## src/rtl/ram_loader_pkg.sv

```systemverilog
// Shared definitions for the RAM loader: FSM state encoding used by RTL and bench.
package ram_loader_pkg;

    typedef enum logic [1:0] {
        IDLE = 2'd0,
        LOAD = 2'd1,
        DONE = 2'd2
    } state_t;

endpackage : ram_loader_pkg

```

## src/rtl/ram_sync_wr.sv

```systemverilog
// Simple RAM: one synchronous write port, one combinational (zero-latency) read port.
// Contents are deliberately not reset so data survives a reset of the loader.
module ram_sync_wr #(
    parameter int WIDTH = 8,
    parameter int DEPTH = 256,
    parameter int ADDRW = $clog2(DEPTH)
) (
    input  logic             clk,
    input  logic             we,
    input  logic [ADDRW-1:0] waddr,
    input  logic [WIDTH-1:0] wdata,
    input  logic [ADDRW-1:0] raddr,
    output logic [WIDTH-1:0] rdata
);

    logic [WIDTH-1:0] r_mem [DEPTH];

    // Write the addressed word on the rising edge when enabled.
    always_ff @(posedge clk) begin
        if (we) begin
            r_mem[waddr] <= wdata;
        end
    end

    // Asynchronous read: old word before a write edge, new word after it.
    assign rdata = r_mem[raddr];

endmodule : ram_sync_wr

```

## src/rtl/ram_loader.sv

```systemverilog
// Streams DEPTH words into a RAM starting at address 0 after each start.
// Valid/ready input handshake, abort to cancel, done when every word was written.
module ram_loader
    import ram_loader_pkg::*;
#(
    parameter int WIDTH = 8,
    parameter int DEPTH = 256,
    parameter int ADDRW = $clog2(DEPTH)
) (
    input  logic             clk,
    input  logic             rst_n,
    input  logic             start,
    input  logic             abort,
    input  logic             in_valid,
    input  logic [WIDTH-1:0] in_data,
    output logic             in_ready,
    output logic             busy,
    output logic             done,
    output logic [ADDRW:0]   count,
    input  logic [ADDRW-1:0] rd_addr,
    output logic [WIDTH-1:0] rd_data
);

    state_t           r_state;
    state_t           w_state_next;
    logic [ADDRW-1:0] r_wr_addr;
    logic [ADDRW:0]   r_count;
    logic             r_done;

    logic             w_load;
    logic             w_start_ok;
    logic             w_xfer;
    logic             w_last;

    // Ready depends only on the state register, never on the inputs.
    assign w_load     = (r_state == LOAD);
    // A start is honoured outside LOAD only, and abort always beats it.
    assign w_start_ok = !w_load && start && !abort;
    // Abort suppresses any transfer offered on the same edge.
    assign w_xfer     = w_load && in_valid && !abort;
    assign w_last     = (r_wr_addr == ADDRW'(DEPTH - 1));

    // State register.
    always_ff @(posedge clk or negedge rst_n) begin
        if (!rst_n) begin
            r_state <= IDLE;
        end else begin
            r_state <= w_state_next;
        end
    end

    // Next-state decode; DONE reacts to start exactly like IDLE.
    always_comb begin
        w_state_next = r_state;
        unique case (r_state)
            IDLE, DONE: begin
                if (w_start_ok) begin
                    w_state_next = LOAD;
                end
            end
            LOAD: begin
                if (abort) begin
                    w_state_next = IDLE;
                end else if (w_xfer && w_last) begin
                    w_state_next = DONE;
                end
            end
            default: w_state_next = IDLE;
        endcase
    end

    // Write address, word count and done flag.
    always_ff @(posedge clk or negedge rst_n) begin
        if (!rst_n) begin
            r_wr_addr <= '0;
            r_count   <= '0;
            r_done    <= 1'b0;
        end else if (w_start_ok) begin
            r_wr_addr <= '0;
            r_count   <= '0;
            r_done    <= 1'b0;
        end else if (w_xfer) begin
            r_wr_addr <= r_wr_addr + ADDRW'(1);
            r_count   <= r_count + (ADDRW + 1)'(1);
            if (w_last) begin
                r_done <= 1'b1;
            end
        end
    end

    ram_sync_wr #(
        .WIDTH (WIDTH),
        .DEPTH (DEPTH),
        .ADDRW (ADDRW)
    ) u_ram (
        .clk   (clk),
        .we    (w_xfer),
        .waddr (r_wr_addr),
        .wdata (in_data),
        .raddr (rd_addr),
        .rdata (rd_data)
    );

    assign in_ready = w_load;
    assign busy     = w_load;
    assign done     = r_done;
    assign count    = r_count;

endmodule : ram_loader
```

## config.mk

```make
export PLATFORM = sky130hd
export DESIGN_NAME = ram_loader
export DESIGN_NICKNAME = d
export VERILOG_FILES = /design/src/rtl/ram_loader_pkg.sv /design/src/rtl/ram_sync_wr.sv /design/src/rtl/ram_loader.sv
export SDC_FILE = /design/constraint.sdc
export NUM_CORES = 2
export LEC_CHECK = 0
export ABC_AREA = 1
export CAP_MARGIN = 30
export CORE_MARGIN = 4
export CORE_UTILIZATION = 35
export CTS_CLUSTER_SIZE = 25
export DETAILED_ROUTE_END_ITERATION = 7
export GPL_ROUTABILITY_DRIVEN = 0
export PLACE_DENSITY = 0.46
export SETUP_SLACK_MARGIN = 0.5
export SYNTH_ARGS = -nofsm -noshare
export SYNTH_HDL_FRONTEND = slang
export SYNTH_SLANG_ARGS = --single-unit
```

## constraint.sdc

```tcl
create_clock -name clk -period 6.1 [get_ports clk]
set_input_delay 1.22 -clock clk [delete_from_list [all_inputs] [get_ports clk]]
set_output_delay 1.22 -clock clk [all_outputs]
set_load 0.05 [all_outputs]
```

==> results.sh <==
export IMPL_p_per_area_nw_per_um2=319.7
export IMPL_syn_to_final_growth_pct=12.62
export IMPL_cp_arrival_ns=4.35
export IMPL_grt_usage=0.2064
export IMPL_synth_top_area_frac=0.7313
export IMPL_path_buf_inv=4
export IMPL_grt_pass1_vias=52096
export IMPL_dp_hpwl_um=149700
export IMPL_fmax_ghz=0.1795
export IMPL_clk_latency_ns=0.87
export IMPL_max_vdd_ir_drop_mv=0.2309
export IMPL_route_detailed_drc=0
export IMPL_cts_buffer_depth=3
export IMPL_critPathCaptureType="output port"
export IMPL_die_w_um=498.2
export IMPL_max_stage_delay_ns=0.41
export IMPL_path_cells="buf_8 -> inv_16 -> buf_16 -> nand2_1 -> nand3_1 -> nand3_1 -> nand3_1 -> nand3_1 -> nand3_1 -> nand3_1 -> nand2_1 -> nand2_1 -> nand2_1 -> buf_12"
export IMPL_finalCritPeriodShare=0.9135
export IMPL_yosysUniqueCellTypes=25
export IMPL_hold_viol=0
export IMPL_syn_area_per_cell_sq_um=11.91
export IMPL_worst_slew_pin_slew_ns=1.029
export IMPL_antenna_found_initial=6
export IMPL_slew_violations=0
export IMPL_cts_sinks=2068
export IMPL_status="completed"
export IMPL_final_layout_size_suffix_gt1_frac=0.06938
export IMPL_die_area_sq_um=248200
export IMPL_hold_buffers=0
export IMPL_grt_start_max_net_pins=119
export IMPL_core_area_sq_um=238500
export IMPL_crit_top_cell="nand3_1"
export IMPL_post_route_min_period_ns=5.572
export IMPL_htreeDepth=4
export IMPL_start_util=0.3526
export IMPL_grt_overflow_total=0
export IMPL_setup_violations=0
export IMPL_num_io_pins=41
export IMPL_nNetsFinal=7028
export IMPL_syn_num_nets=7089
export IMPL_clock_skew_ns=0.02972
export IMPL_drtIter0Drc=5638
export IMPL_ant_nets=0
export IMPL_cp_max_fo=100
export IMPL_post_drt_wl_per_cell_um=25.41
export IMPL_cp_slowest_cell="buf_16"
export IMPL_worstSetupStartpointType="input pin"
export IMPL_slew_headroom=0.3142
export IMPL_port_buffers=40
export IMPL_fillers=22745
export IMPL_synth_area_sq_um=84100
export IMPL_yosys_warnings=0
export IMPL_grt_pass1_wl_um=380100
export IMPL_cts_buffers_inserted=215
export IMPL_vias=54340
export IMPL_hp_class="register to register"
export IMPL_rows=179
export IMPL_yosysTopAreaCell="edfxtp_1"
export IMPL_p_leak_nw=32.42
export IMPL_drt_first_pass_iters=6
export IMPL_rsz0062_at_grt="no"
export IMPL_avgViaCountPerCell=5.259
export IMPL_critPathRequiredTime_ns=4.88
export IMPL_cpLargestDelayFamily="simple AND/OR/NAND/NOR gates"
export IMPL_ys_seq_area_frac=0.7372
export IMPL_clk_pin_slew_ns=0.06
export IMPL_tns_ns=0
export IMPL_wirelength_um=262500
export IMPL_critPathKind="input pin to output port"
export IMPL_ys_ff_latch=2068
export IMPL_cap_violations=0
export IMPL_ys_top_cells_by_area="edfxtp_1, nand3_1, nand2_1"
export IMPL_timing_hold_ws_ns=0.4574
export IMPL_cts_root_buf="clkbuf_16"
export IMPL_cts_tree="yes"
export IMPL_die_h_um=498.2
export IMPL_syn_inst=7063
==> cells by family after synthesis <==
| logic type | after synthesis | synth area share |
|---|---|---|
| compound gates | 26 | 0.001622 |
| fa+ha+maj | 5 | 0.0007439 |
| buf+inv | 520 | 0.03163 |
| flops | 2068 | 0.7372 |
| simple gates | 4444 | 0.2288 |
==> layer usage <==
layer  track usage  share of wire
met1        0.2905           0.44
met2        0.3356           0.48
met3       0.03147          0.056
met4       0.05145          0.023
met5             0              0
==> final cells by class <==
class	instances	area [sq um]	area share
sequential	2068	62000	0.6546
multi-input combinational	4475	19510	0.2059
clock buffer	278	5804	0.06129
tap	3167	3963	0.04184
timing repair buffer	205	2489	0.02628
clock inverter	100	767.0	0.008098
inverter	37	175.2	0.001850
antenna	3	7.507	0.00007927
==> per-stage QoR <==
stage,worst slack [ns],instances,power [mW],cell area [sq um],utilization
after floorplan,2.155,7063,17.02,84100,-
after global placement,0.6140,9941,18.01,87940,0.3687
after detailed placement,0.6157,9952,18.02,88120,0.3695
after CTS,0.6098,10330,30.54,94690,0.3970
after global routing,0.5225,10332,31.28,94710,0.3971
final,0.5276,10333,30.28,94710,0.3971
==> final timing paths <==
kind / start / cells after the start / slack, ns / end
min in group asynchronous: rst_n / 1 / 0.57 / count[8]$_DFFE_PN0P_
hold / removal: count[8]$_DFFE_PN0P_ / 1 / 0.46 / count[8]$_DFFE_PN0P_
setup / recovery: rd_addr[0] / 14 / 0.53 / rd_data[3]
setup reg to reg: r_state[1]$_DFFE_PN0P_ / 9 / 2.27 / u_ram.r_mem[192][3]$_DFFE_PP_
hold reg to reg: count[8]$_DFFE_PN0P_ / 1 / 0.46 / count[8]$_DFFE_PN0P_
max in group asynchronous: rst_n / 2 / 5.14 / r_wr_addr[2]$_DFFE_PN0P_
==> report_power, final <==
group	switching (mW)	internal, mW	total (mW)	leakage [nW]
clock	5.51	7.07	12.6	3.23
combinational	1.55	0.500	2.05	10.5
sequential	0.0167	15.6	15.7	18.7
==> state kept, by name, summed over array words and instances (netlist names) <==
signal,flops
r_state,2
r_wr_addr,8
u_ram.r_mem,2048
done,1
count,9
==> worst register-to-register path, stage by stage (launching register included) <==
cell	delay, ns
dfrtp_1	0.37
inv_1	0.05
nand2_1	0.10
inv_1	0.13
nand3_2	0.15
inv_2	0.32
nand3_2	0.85
buf_4	0.58
buf_4	0.19
nor2_1	0.71
==> synthesized netlist by cell type <==
cell       number
nand2_1      2129
buf_8           2
a2111oi_0       1
ha_1            5
inv_1          31
o21ai_0        12
nand2_2         1
nand3_1      2026
clkbuf_1      116
o21a_1          1
buf_1          41
buf_6          26
dfrtp_1        20
a21oi_1        12
and3_1          1
buf_4          46
buf_2         252
inv_4           1
inv_2           4
nor2_1        278
nand3_2         1
edfxtp_1     2048
nor4_1          1
nor3_1          7
clkinv_1        1
==> timing repair <==
action | in CTS | in global routing
buffers inserted | 0 | 0
gates resized for setup | 0 | 1
endpoints found under the setup margin | 0 | 1
==> cells in the final DEF, fill, tap and decap left out, types with 4 or more instances in the layout <==
master,instances
dfrtp_1,20
buf_8,12
edfxtp_1,2048
clkdlybuf4s50_1,18
ha_1,5
inv_1,29
nor2_1,278
clkinv_1,42
clkbuf_16,221
nor3_1,7
nand3_2,9
nand3_1,2018
buf_16,4
bufinv_16,10
o21ai_0,12
nand2_1,2122
inv_6,7
clkbuf_8,6
buf_12,58
clkinv_2,37
clkbuf_1,51
nand2_2,6
buf_4,109
a21oi_1,12
Note: power is estimated with default switching activity, not from simulation.
